===== src/rtl/dmem_access_ctrl.sv =====
`default_nettype none
// ============================================================================
// Module      : dmem_access_ctrl
// Description : MEM-stage data-memory access controller. Converts MemRead /
//               MemWrite from EX/MEM into a req/ack transaction on a
//               variable-latency data memory. While the access is in flight
//               it stalls the upstream pipeline and gates RegWrite so MEM/WB
//               captures a bubble. Load data is registered on ReadData_o.
//               Optional build macro DMEM_TIMEOUT_EN adds a REQ-state watchdog
//               that aborts an access after TIMEOUT_CYC cycles without ack.
// Revision    : 1.0 - initial release
// ============================================================================
module dmem_access_ctrl #(
    parameter int ADDR_W      = 32,
    parameter int DATA_W      = 32,
    parameter int TIMEOUT_CYC = 16
) (
    input  logic              clk_i,
    input  logic              start_i,
    input  logic              MemRead_i,
    input  logic              MemWrite_i,
    input  logic              RegWrite_i,
    input  logic [ADDR_W-1:0] Addr_i,
    input  logic [DATA_W-1:0] WriteData_i,
    output logic              mem_req_o,
    output logic              mem_we_o,
    output logic [ADDR_W-1:0] mem_addr_o,
    output logic [DATA_W-1:0] mem_wdata_o,
    input  logic              mem_ack_i,
    input  logic [DATA_W-1:0] mem_rdata_i,
    output logic [DATA_W-1:0] ReadData_o,
    output logic              RegWrite_o,
    output logic              stall_o,
    output logic              err_o
);

    typedef enum logic [1:0] {
        ST_IDLE = 2'd0,
        ST_REQ  = 2'd1,
        ST_DONE = 2'd2
    } state_t;

    localparam logic [DATA_W-1:0] c_ABORT_DATA = DATA_W'(32'hDEADBEEF);

    state_t              r_state_q, w_state_d;
    logic                r_req_q,   w_req_d;
    logic                r_we_q,    w_we_d;
    logic [ADDR_W-1:0]   r_addr_q,  w_addr_d;
    logic [DATA_W-1:0]   r_wdata_q, w_wdata_d;
    logic [DATA_W-1:0]   r_rdata_q, w_rdata_d;
    logic                r_err_q,   w_err_d;

    logic                w_rw;
    logic                w_aligned;
    logic                w_acc;
    logic                w_stall;

`ifdef DMEM_TIMEOUT_EN
    localparam int CNT_W = (TIMEOUT_CYC < 2) ? 1 : $clog2(TIMEOUT_CYC + 1);
    localparam logic [CNT_W-1:0] c_CNT_LAST = CNT_W'(TIMEOUT_CYC - 1);

    logic [CNT_W-1:0]    r_cnt_q,   w_cnt_d;
`else
    // The watchdog depth only matters when the timeout is built in.
    logic                w_unused_timeout;
    assign w_unused_timeout = (TIMEOUT_CYC != 0);
`endif

    // Decode the MEM-stage instruction: only word-aligned accesses go to memory.
    always_comb begin
        w_rw      = MemRead_i | MemWrite_i;
        w_aligned = (Addr_i[1:0] == 2'b00);
        w_acc     = w_rw & w_aligned;
    end

    // Next-state and next-output logic for the access FSM.
    always_comb begin
        w_state_d = r_state_q;
        w_req_d   = r_req_q;
        w_we_d    = r_we_q;
        w_addr_d  = r_addr_q;
        w_wdata_d = r_wdata_q;
        w_rdata_d = r_rdata_q;
        w_err_d   = r_err_q;
`ifdef DMEM_TIMEOUT_EN
        w_cnt_d   = r_cnt_q;
`endif
        case (r_state_q)
            ST_IDLE: begin
                // Misaligned accesses pass through without touching memory.
                if (w_rw && !w_aligned) begin
                    w_err_d = 1'b1;
                end
                if (w_acc) begin
                    w_addr_d  = Addr_i;
                    w_wdata_d = WriteData_i;
                    // A read+write conflict is executed as a write and flagged.
                    w_we_d    = MemWrite_i;
                    w_req_d   = 1'b1;
                    w_state_d = ST_REQ;
                    if (MemRead_i && MemWrite_i) begin
                        w_err_d = 1'b1;
                    end
`ifdef DMEM_TIMEOUT_EN
                    w_cnt_d = '0;
`endif
                end
            end
            ST_REQ: begin
                // An ack always wins over a simultaneous watchdog expiry.
                if (mem_ack_i) begin
                    w_req_d   = 1'b0;
                    if (!r_we_q) begin
                        w_rdata_d = mem_rdata_i;
                    end
                    w_state_d = ST_DONE;
                end
`ifdef DMEM_TIMEOUT_EN
                else if (r_cnt_q == c_CNT_LAST) begin
                    w_req_d   = 1'b0;
                    w_err_d   = 1'b1;
                    if (!r_we_q) begin
                        w_rdata_d = c_ABORT_DATA;
                    end
                    w_state_d = ST_DONE;
                end else begin
                    w_cnt_d = r_cnt_q + 1'b1;
                end
`endif
            end
            ST_DONE: begin
                // EX/MEM still holds the finished instruction here, so never
                // re-evaluate it; just return to IDLE.
                w_state_d = ST_IDLE;
            end
            default: begin
                w_state_d = ST_IDLE;
                w_req_d   = 1'b0;
            end
        endcase
    end

    // State and registered-output flops; reset abandons any in-flight access.
    always_ff @(posedge clk_i or negedge start_i) begin
        if (!start_i) begin
            r_state_q <= ST_IDLE;
            r_req_q   <= 1'b0;
            r_we_q    <= 1'b0;
            r_addr_q  <= '0;
            r_wdata_q <= '0;
            r_rdata_q <= '0;
            r_err_q   <= 1'b0;
`ifdef DMEM_TIMEOUT_EN
            r_cnt_q   <= '0;
`endif
        end else begin
            r_state_q <= w_state_d;
            r_req_q   <= w_req_d;
            r_we_q    <= w_we_d;
            r_addr_q  <= w_addr_d;
            r_wdata_q <= w_wdata_d;
            r_rdata_q <= w_rdata_d;
            r_err_q   <= w_err_d;
`ifdef DMEM_TIMEOUT_EN
            r_cnt_q   <= w_cnt_d;
`endif
        end
    end

    // Stall covers the issuing IDLE cycle plus every REQ cycle; the reset
    // term keeps the pipeline-facing controls quiet while start_i is low.
    always_comb begin
        w_stall = 1'b0;
        if (r_state_q == ST_IDLE) begin
            w_stall = w_acc;
        end else if (r_state_q == ST_REQ) begin
            w_stall = 1'b1;
        end
        w_stall = w_stall & start_i;
    end

    assign stall_o     = w_stall;
    assign RegWrite_o  = RegWrite_i & ~w_stall & start_i;
    assign mem_req_o   = r_req_q;
    assign mem_we_o    = r_we_q;
    assign mem_addr_o  = r_addr_q;
    assign mem_wdata_o = r_wdata_q;
    assign ReadData_o  = r_rdata_q;
    assign err_o       = r_err_q;

endmodule
`default_nettype wire


===== config.mk =====
export PLATFORM = sky130hd
export DESIGN_NAME = dmem_access_ctrl
export DESIGN_NICKNAME = d
export VERILOG_FILES = /design/src/rtl/dmem_access_ctrl.sv
export SDC_FILE = /design/constraint.sdc
export NUM_CORES = 1
export LEC_CHECK = 0
export CAP_MARGIN = 25
export CORE_MARGIN = 3
export CORE_UTILIZATION = 42
export DETAILED_ROUTE_END_ITERATION = 8
export PLACE_DENSITY = 0.85
export SYNTH_ARGS = -nofsm -noshare
export SYNTH_HDL_FRONTEND = slang
export SYNTH_SLANG_ARGS = --single-unit

===== constraint.sdc =====
create_clock -name clk_i -period 2.8 [get_ports clk_i]
set_input_delay 0.42 -clock clk_i [delete_from_list [all_inputs] [get_ports clk_i]]
set_output_delay 0.42 -clock clk_i [all_outputs]
set_load 0.02 [all_outputs]

==> results of run 1 <==
synth_stat cells:
| cell | number |
|---|---|
| and3b_1 | 1 |
| a31o_2 | 1 |
| or3_1 | 1 |
| or2_1 | 1 |
| buf_6 | 7 |
| mux2_1 | 39 |
| nor4_4 | 1 |
| a21oi_1 | 2 |
| inv_1 | 2 |
| dfrtp_1 | 101 |
| mux2_2 | 56 |
| nor2_1 | 2 |
| buf_2 | 3 |
| buf_4 | 1 |
| o21ai_0 | 2 |
| nor2b_1 | 3 |
| maj3_1 | 1 |
| and3_1 | 1 |
| nand2b_1 | 2 |
| nand2_1 | 1 |
how the worst max path moves through the flow:
stage,startpoint,to,slack (ns),cells past startpoint
2_1_floorplan,Addr_i[1],mem_addr_o[28],1.07,5
3_3_place_gp,Addr_i[1],stall_o,0.29,5
3_5_place_dp,Addr_i[1],stall_o,0.28,5
4_1_cts,MemWrite_i,RegWrite_o,0.27,5
5_1_grt,Addr_i[1],stall_o,0.19,5
6_report,MemWrite_i,RegWrite_o,0.27,5
worst max-delay path, stage by stage:
cell	delay, ns
clkdlybuf4s50_1	0.48
nor2_1	0.28
o21ai_0	0.14
a21oi_1	0.16
clkdlybuf4s50_1	0.62
kinds of logic (layout without fill, tap and decap cells):
kind of cell / after synthesis / after routing / synth area share, %
mux: 95 / 95 / 27.89
flops: 101 / 101 / 65.88
fa+ha+maj: 1 / 1 / 0.2609
buf+inv: 13 / 223 / 2.838
compound gates: 5 / 5 / 0.7502
simple gates: 13 / 13 / 2.381
power groups by stage:
stage,sequential [mW],combinational (mW),clock [mW]
after floorplan,2.84,0.470,0
final,2.21,2.38,0.896
after global placement,2.20,2.37,0
after CTS,2.22,2.42,0.917
after global routing,2.27,2.51,0.986
after detailed placement,2.25,2.41,0
per-stage QoR:
stage          worst slack (ns)  utilization (%)  cell area [um2]  std cells  hold WS (ns)
6_report                 0.2749            69.66             6135        546        0.2039
5_1_grt                  0.1850            69.66             6135        546        0.2352
4_1_cts                  0.2735            69.66             6135        546        0.2266
3_5_place_dp             0.2780            67.53             5947        532        0.4520
3_3_place_gp             0.2885            67.53             5947        532        0.4520
2_1_floorplan             1.069                -             3836        228        0.1244
registers in the layout, indices dropped and copies added, names as in the netlist:
name / flops
ReadData_o: 32
err_o: 1
mem_wdata_o: 32
r_state_q: 2
mem_req_o: 1
mem_we_o: 1
mem_addr_o: 32
cell type report:
type | count | area, um2
clock buffer | 10 | 137.6
clock inverter | 4 | 50.05
fill | 649 | 2671
inverter | 2 | 7.507
multi-input combinational | 114 | 1207
sequential | 101 | 2527
tap | 108 | 135.1
timing repair buffer | 207 | 2069
routing by layer:
metal  wire length [um]  part of all wire, %  global-route usage (%)
met5                  0                    0                       0
met4                113                  1.2                   5.317
met3                918                  9.6                   6.887
met2               4845                   51                   31.79
met1               3652                   38                   20.90
==> results.ini, run 1 <==
[run_status]
outcome = finished, final reports clean

[cts]
cts_hold_buf = 0
cts_resized = 0
clockBufferDepth = 2
cts_tree = yes
clk_pin_slew_ns = 0.10
root_buffer = clkbuf_8
cts_buffers = 9
cts_post_setup_buffers_inserted = 0
clk_latency_ns = 0.34
clock_sinks = 101
htree_levels = 3

[setup_path]
worstSetupEndpointType = output port
crit_arrival_ns = 2.11
ff2ff_path_depth = 4
r2r_start = r_state_q[1]
r2r_end = ReadData_o[18]
worstPathMaxFanout = 3
crit_required_ns = 2.38
rrSetupSlack_ns = 1.08
worst-setup-path-type = in2out
cp-start-kind = primary input

[synthesis]
synthDistinctLibCells = 20
synth.yosys.warnings = 0
syn_area_um2 = 3836
synth_area_leader_cell = dfrtp_1
syn-num-nets = 330
ys_ff_latch = 101
synth.top_cell.area_share_pct = 65.88
synth_area_leaders = dfrtp_1 66%, mux2_2 16%, mux2_1 11%
synth_cells = 228
synth.avg_cell_area_um2 = 16.83
ys_seq_area_share_pct = 65.88

[layout]
most-common-layout-cells = 201 x clkdlybuf4s50_1, 101 x dfrtp_1, 56 x mux2_2, 39 x mux2_1, 10 x clkbuf_8
fin_nets = 537
layout_commonest_cell = clkdlybuf4s50_1
antennaDiodeCount = 0
drive_above_1_share_pct = 18.04
syn2layout_area_growth_pct = 59.92

[global_routing]
grt_overflow_total = 0
grt_pass1_wl_um = 14590
grt_max_degree = 53
grt_pass1_vias = 2961
grt_usage_pct = 18.23
antenna_found_initial = 0

[timing]
max_freq_mhz = 396.0
final.period_utilization_pct = 90.18
rsz0062_at_grt = no
hold_viol_final = 0
relSlewSlack_pct = 56.17
tightest_slew_ns = 0.6575
finClkSkew_ns = 0.01459
setup-tns-final_ns = 0
period_minus_slack_ns = 2.525
setup_viol = 0
finalMaxSlewViolations = 0

[route]
routedWlPerCell_um = 17.45
viasPerCell = 4.859
postRouteAntennaNets = 0
routed-via-count = 2653
drt_iter0_markers = 42
dr.pass1.iters = 4
drc = 0
finalWirelength_um = 9530

[pwr]
leakage_nw = 2.529
swShare_pct = 33.06
seqPwrFrac_pct = 40.2
irDropWorstVdd_v = 0.0006105
clockPowerShare_pct = 16.3
pwr-share-comb_pct = 43.4
p_sw_mw = 1.815
power.density_nw_per_um2 = 894.8
cellInternalPower_mw = 3.675
power.total_mw = 5.489

[place]
hpwl_um = 7381
place_congestion = 0.7124
io_buffers = 202

[floorplan]
die_h_um = 101.6
dieWidth_um = 101.6
pin_count = 203
core_um2 = 8806
fp-row-count = 34
start_util_pct = 43.56
die_area_um2 = 10320

[worst_hold_path]
worst_hold_path_type = in2async

[flow_run]
max_cap_viol_count = 0

No activity file was read; power rests on OpenSTA's default activity.
==> run 2: changes to the inputs <==
- CORE_ASPECT_RATIO: default -> 1.2
- CORE_UTILIZATION: 42 -> 39
- PLACE_DENSITY: 0.85 -> 0.8
- SLEW_MARGIN: default -> 0
- clock period: 2.8 -> 2.7 ns (I/O delays scaled with it)
==> run 2 against run 1 <==
  * Register-to-register slack worse by 0.12 ns
  * Wire length is 0.76% lower
  * Worst hold slack gained 0.27 ns
  * Critical endpoint is now stall_o
  * Highest routed layer unchanged
==> results.ini, run 2 (synthesis results as in run 1) <==
[run_status]
outcome = finished, final reports clean

[layout]
fin_nets = 540  ; +0.56%
antennaDiodeCount = 0  ; unchanged
syn2layout_area_growth_pct = 64.22
fillCellCount = 718  ; +11%
drive_above_1_share_pct = 17.87  ; -0.16 points
layout_commonest_cell = clkdlybuf4s50_1
most-common-layout-cells = 201 x clkdlybuf4s50_1, 101 x dfrtp_1, 56 x mux2_2, 39 x mux2_1, 9 x clkbuf_16

[setup_path]
cp_common_cell = clkdlybuf4s50_1
rrSetupSlack_ns = 0.96  ; -0.12 ns
crit_arrival_ns = 2.13  ; +0.02 ns
r2r_start = r_state_q[1]
slowest_delay_ns = 0.60  ; -0.02 ns
worstPathMaxFanout = 2  ; -1
r2r_end = ReadData_o[28]
ff2ff_path_depth = 4  ; unchanged
critPathTopFamily = buffers and inverters
cp-start-kind = primary input
worstPathBufferInverterCount = 2  ; unchanged
worst-setup-path-type = in2out
crit_required_ns = 2.30  ; -0.08 ns
slowest_stage = clkdlybuf4s50_1
worstSetupEndpointType = output port
crit_chain = clkdlybuf4s50_1, or2_1, o21ai_0, and3_1, clkdlybuf4s50_1

[place]
io_buffers = 202  ; unchanged
place_congestion = 0.6916  ; -2.9%
hpwl_um = 7290  ; -1.2%

[floorplan]
pin_count = 203  ; unchanged
die_area_um2 = 11070  ; +7.3%
dieWidth_um = 96.54  ; -5.0%
start_util_pct = 40.11  ; -3.5 points
die_h_um = 114.6  ; +13%
fp-row-count = 39  ; +15%
core_um2 = 9564  ; +8.6%

[timing]
finalMaxSlewViolations = 0  ; unchanged
tightest_slew_ns = 0.4158  ; -0.2417 ns
hold_slack_ns = 0.4752  ; +0.2713 ns
setup_viol = 0  ; unchanged
max_freq_mhz = 395.0
finClkSkew_ns = 0.003170  ; -0.01142 ns
period_minus_slack_ns = 2.532
rsz0062_at_grt = no
setup-tns-final_ns = 0  ; unchanged
final.period_utilization_pct = 93.77
hold_viol_final = 0  ; unchanged
relSlewSlack_pct = 72.28  ; +16 points

[route]
routedWlPerCell_um = 16.74  ; -4.1%
drt_iter0_markers = 72  ; +71%
finalWirelength_um = 9458  ; -0.76%
routed-via-count = 2648  ; -0.19%
dr.pass1.iters = 4  ; unchanged
postRouteAntennaNets = 0  ; unchanged
viasPerCell = 4.687  ; -3.5%
drc = 0  ; unchanged

[pwr]
irDropWorstVdd_v = 0.0005814  ; -4.8%
power.density_nw_per_um2 = 956.5  ; +6.9%
leakage_nw = 2.602  ; +2.9%

[global_routing]
grt_max_degree = 78  ; +47%
antenna_found_initial = 0  ; unchanged
grt_pass1_vias = 2844  ; -4.0%
grt_pass1_wl_um = 14020  ; -3.9%
grt_usage_pct = 16.90  ; -1.3 points
grt_overflow_total = 0  ; unchanged

[worst_hold_path]
holdPathEnd = err_o
hp-start = err_o
worst_hold_path_type = reg2reg
min_delay_path_depth = 1

[cts]
htree_levels = 3  ; unchanged
cts_buffers = 9  ; unchanged
clk_latency_ns = 0.33  ; about the same
root_buffer = clkbuf_16
clk_pin_slew_ns = 0.06  ; -0.04 ns
clockBufferDepth = 2  ; unchanged
cts_tree = yes
clock_sinks = 101  ; unchanged
cts_post_setup_buffers_inserted = 0  ; unchanged

[flow_run]
max_cap_viol_count = 0  ; unchanged

run 2: repair_timing:
| action | 4_1_cts | 5_1_grt |
|---|---|---|
| resized for setup | 0 | 0 |
| hold buffers | 1 | 0 |
| hold endpoints to repair | 24 | 0 |
run 2: per-layer routing:
metal	up-vias	track usage (%)	wire, um
li1	1220	-	-
met1	1292	17.03	3282
met2	125	29.93	4871
met3	11	7.232	1142
met4	0	7.109	162
met5	-	0	0
run 2: layout make-up:
cell class / count / area, um2 / share of cell area (%)
repair buffers: 210 / 2115 / 33.57
well taps: 123 / 153.9 / 2.443
clock inverters: 1 / 30.03 / 0.4767
multi-input cells: 114 / 1202 / 19.09
clock buffers: 14 / 264.0 / 4.191
flip-flops and latches: 101 / 2527 / 40.12
inverters: 2 / 7.507 / 0.1192
run 2: worst max path at each step:
stage,from,to,slack [ns],depth (start not counted)
final,Addr_i[1],stall_o,0.17,5
after CTS,start_i,RegWrite_o,0.16,5
after detailed placement,Addr_i[1],stall_o,0.18,5
after global placement,Addr_i[1],stall_o,0.18,5
after floorplan,Addr_i[1],mem_addr_o[28],0.98,5
after global routing,start_i,RegWrite_o,0.09,5
run 2: through the flow:
| step | instance area (um2) | utilization [%] | setup slack, ns | instances | power [mW] |
|---|---|---|---|---|---|
| after floorplan | 3836 | - | 0.9841 | 228 | 3.428 |
| after global placement | 5968 | 62.40 | 0.1751 | 548 | 4.737 |
| after detailed placement | 5968 | 62.40 | 0.1791 | 548 | 4.825 |
| after CTS | 6272 | 65.58 | 0.1618 | 564 | 6.109 |
| after global routing | 6300 | 65.87 | 0.09316 | 565 | 6.331 |
| final | 6300 | 65.87 | 0.1682 | 565 | 6.026 |
run 2: power by group:
| group | total [mW] | switching (mW) | internal, mW |
|---|---|---|---|
| registers | 2.28 | 0.256 | 2.03 |
| clock network | 1.26 | 0.499 | 0.765 |
| logic | 2.48 | 1.13 | 1.35 |
run 2: worst register-to-register path, cell delays in order (launching register included):
cell,delay [ns]
dfrtp_1,0.45
and3b_1,0.25
nor2b_2,0.14
buf_4,0.38
mux2_2,0.41
==> run 3: changes to the inputs <==
- CORE_UTILIZATION: 39 -> 35
- PLACE_DENSITY: 0.8 -> 0.76
- SKIP_CTS_REPAIR_TIMING: default -> 1
- clock period: 2.7 -> 2.05 ns (I/O delays scaled with it)
==> run 3 against run 2 <==
  * Final cell count grew 1.4%
  * Final area is essentially flat
  * Worst setup slack worse by 0.013 ns
  * Combinational power up 31%
  * Global-route usage is 1.6 points lower
  * Largest cell class unchanged
  * Clock skew grew 0.0038 ns
==> results.ini, run 3 (synthesis results as in run 1) <==
[route]
finalWirelength_um = 9417  ; -0.43%
viasPerCell = 4.623  ; -1.4%
dr.pass1.iters = 3  ; -1
routed-via-count = 2649  ; +0.038%
routedWlPerCell_um = 16.43  ; -1.8%
drt_iter0_markers = 44  ; -39%
postRouteAntennaNets = 0  ; unchanged
drc = 0  ; unchanged

[setup_path]
crit_chain = clkdlybuf4s50_1, or2_1, buf_4, nor4_4, buf_4, mux2_2
worstSetupEndpointType = register
crit_arrival_ns = 2.11  ; -0.02 ns
crit_required_ns = 2.26  ; -0.04 ns
slowest_stage = clkdlybuf4s50_1
cp_common_cell = buf_4
worstPathMaxFanout = 18  ; +16
slowest_delay_ns = 0.39  ; -0.21 ns
cp-start-kind = primary input
worst-setup-path-type = in2reg

[place]
io_buffers = 202  ; unchanged
numPlacedInstances = 557  ; +1.6%
dp_slack_ns = -0.2303  ; -0.4094 ns
dpl_cell_area_um2 = 6011  ; +0.71%
hpwl_um = 7321  ; +0.42%
place_congestion = 0.7118  ; +2.9%

[timing]
setup_ws_ns = 0.1549  ; -0.01335 ns
final.period_utilization_pct = 92.45
finalMaxSlewViolations = 0  ; unchanged
hold_viol_final = 0  ; unchanged
hold_slack_ns = 0.3509  ; -0.1243 ns
tightest_slew_ns = 0.6640  ; +0.2482 ns
setup-tns-final_ns = 0  ; unchanged
rsz0062_at_grt = no
period_minus_slack_ns = 1.895
relSlewSlack_pct = 55.73  ; -17 points
max_freq_mhz = 527.7
finClkSkew_ns = 0.006988  ; +0.003817 ns
setup_viol = 0  ; unchanged

[layout]
fin_nets = 542  ; +0.37%
most-common-layout-cells = 199 x clkdlybuf4s50_1, 101 x dfrtp_1, 56 x mux2_2, 39 x mux2_1, 9 x clkbuf_16
stdcell_count = 573  ; +1.4%
layout_commonest_cell = clkdlybuf4s50_1
fin_area_um2 = 6305  ; about the same
antennaDiodeCount = 0  ; unchanged
drive_above_1_share_pct = 18.47  ; +0.60 points
syn2layout_area_growth_pct = 64.35  ; about the same
post-route-util_pct = 59.37  ; -6.5 points

[cts]
cts_tree = yes
clockBufferDepth = 2  ; unchanged
clock_sinks = 101  ; unchanged
clk_latency_ns = 0.33  ; about the same
cts_buffers = 9  ; unchanged
root_buffer = clkbuf_16
clk_pin_slew_ns = 0.06  ; about the same
htree_levels = 3  ; unchanged

[global_routing]
grt.busiest_layer = met2
use_met1_pct = 15.95  ; -1.1 points
grt_max_degree = 55  ; -29%
grt_usage_pct = 15.33  ; -1.6 points
antenna_found_initial = 0  ; unchanged
grt_pass1_vias = 2925  ; +2.8%
grt_overflow_total = 0  ; unchanged
met2_usage_pct = 28.36  ; -1.6 points
grt_pass1_wl_um = 14480  ; +3.3%
use_met3_pct = 4.270  ; -3.0 points

[floorplan]
start_util_pct = 36.13  ; -4.0 points
core_um2 = 10620  ; +11%
die_h_um = 120.7  ; +5.3%
dieWidth_um = 101.6  ; +5.2%
pin_count = 203  ; unchanged
die_area_um2 = 12260  ; +11%
fp-row-count = 41  ; +5.1%

[pwr]
power.density_nw_per_um2 = 1244  ; +30%
irDropWorstVdd_v = 0.0006039  ; +3.9%
leakage_nw = 2.634  ; +1.2%
power.total_mw = 7.840  ; +30%

[run_status]
outcome = finished, final reports clean

[flow_run]
max_cap_viol_count = 0  ; unchanged

[worst_hold_path]
worst_hold_path_type = in2async

[run 3: cell types whose count changed in the layout (fill, tap and decap cells not counted), sizes merged]
cell,delta
buf,+2
bufinv,-1
clkdlybuf4s50,-2
clkinv,+1
dlymetal6s2s,+2
[run 3: cell type report]
class / instances / area [um2]
Multi-Input combinational cell: 114 / 1202
Inverter: 2 / 7.507
Fill cell: 855 / 4314
Clock inverter: 1 / 5.005
Tap cell: 129 / 161.4
Clock buffer: 14 / 274.0
Sequential cell: 101 / 2527
Timing Repair Buffer: 212 / 2127
[run 3: critical path: cells and delay by family]
kind / cells / cell delay, ns
and+or+nand+nor: 2 / 0.54
muxes: 1 / 0.37
buffers and inverters: 3 / 0.88
[run 3: worst paths after layout]
| kind | cells past startpoint | from | slack, ns | endpoint |
|---|---|---|---|---|
| setup / recovery | 6 | Addr_i[1] | 0.15 | mem_addr_o[11] |
| hold / removal | 2 | start_i | 0.35 | mem_addr_o[31] |
| setup reg to reg | 3 | r_state_q[0] | 0.40 | mem_addr_o[11] |
| hold reg to reg | 1 | mem_wdata_o[1] | 0.48 | mem_wdata_o[1] |
| max in group asynchronous | 4 | start_i | 0.28 | ReadData_o[0] |
| min in group clk_i | 1 | mem_wdata_o[1] | 0.48 | mem_wdata_o[1] |
[run 3: metal layers]
layer  share of wire [%]  vias up
met5                   0        -
met1                  35     1305
met2                  56      108
met3                 7.4       11
li1                    -     1225
met4                 1.4        0
[run 3: power breakdown]
group          switching, mW  total (mW)  internal, mW
Sequential             0.338        3.01          2.67
Combinational           1.47        3.25          1.78
Clock                  0.665        1.58         0.915
Total                   2.48        7.84          5.36
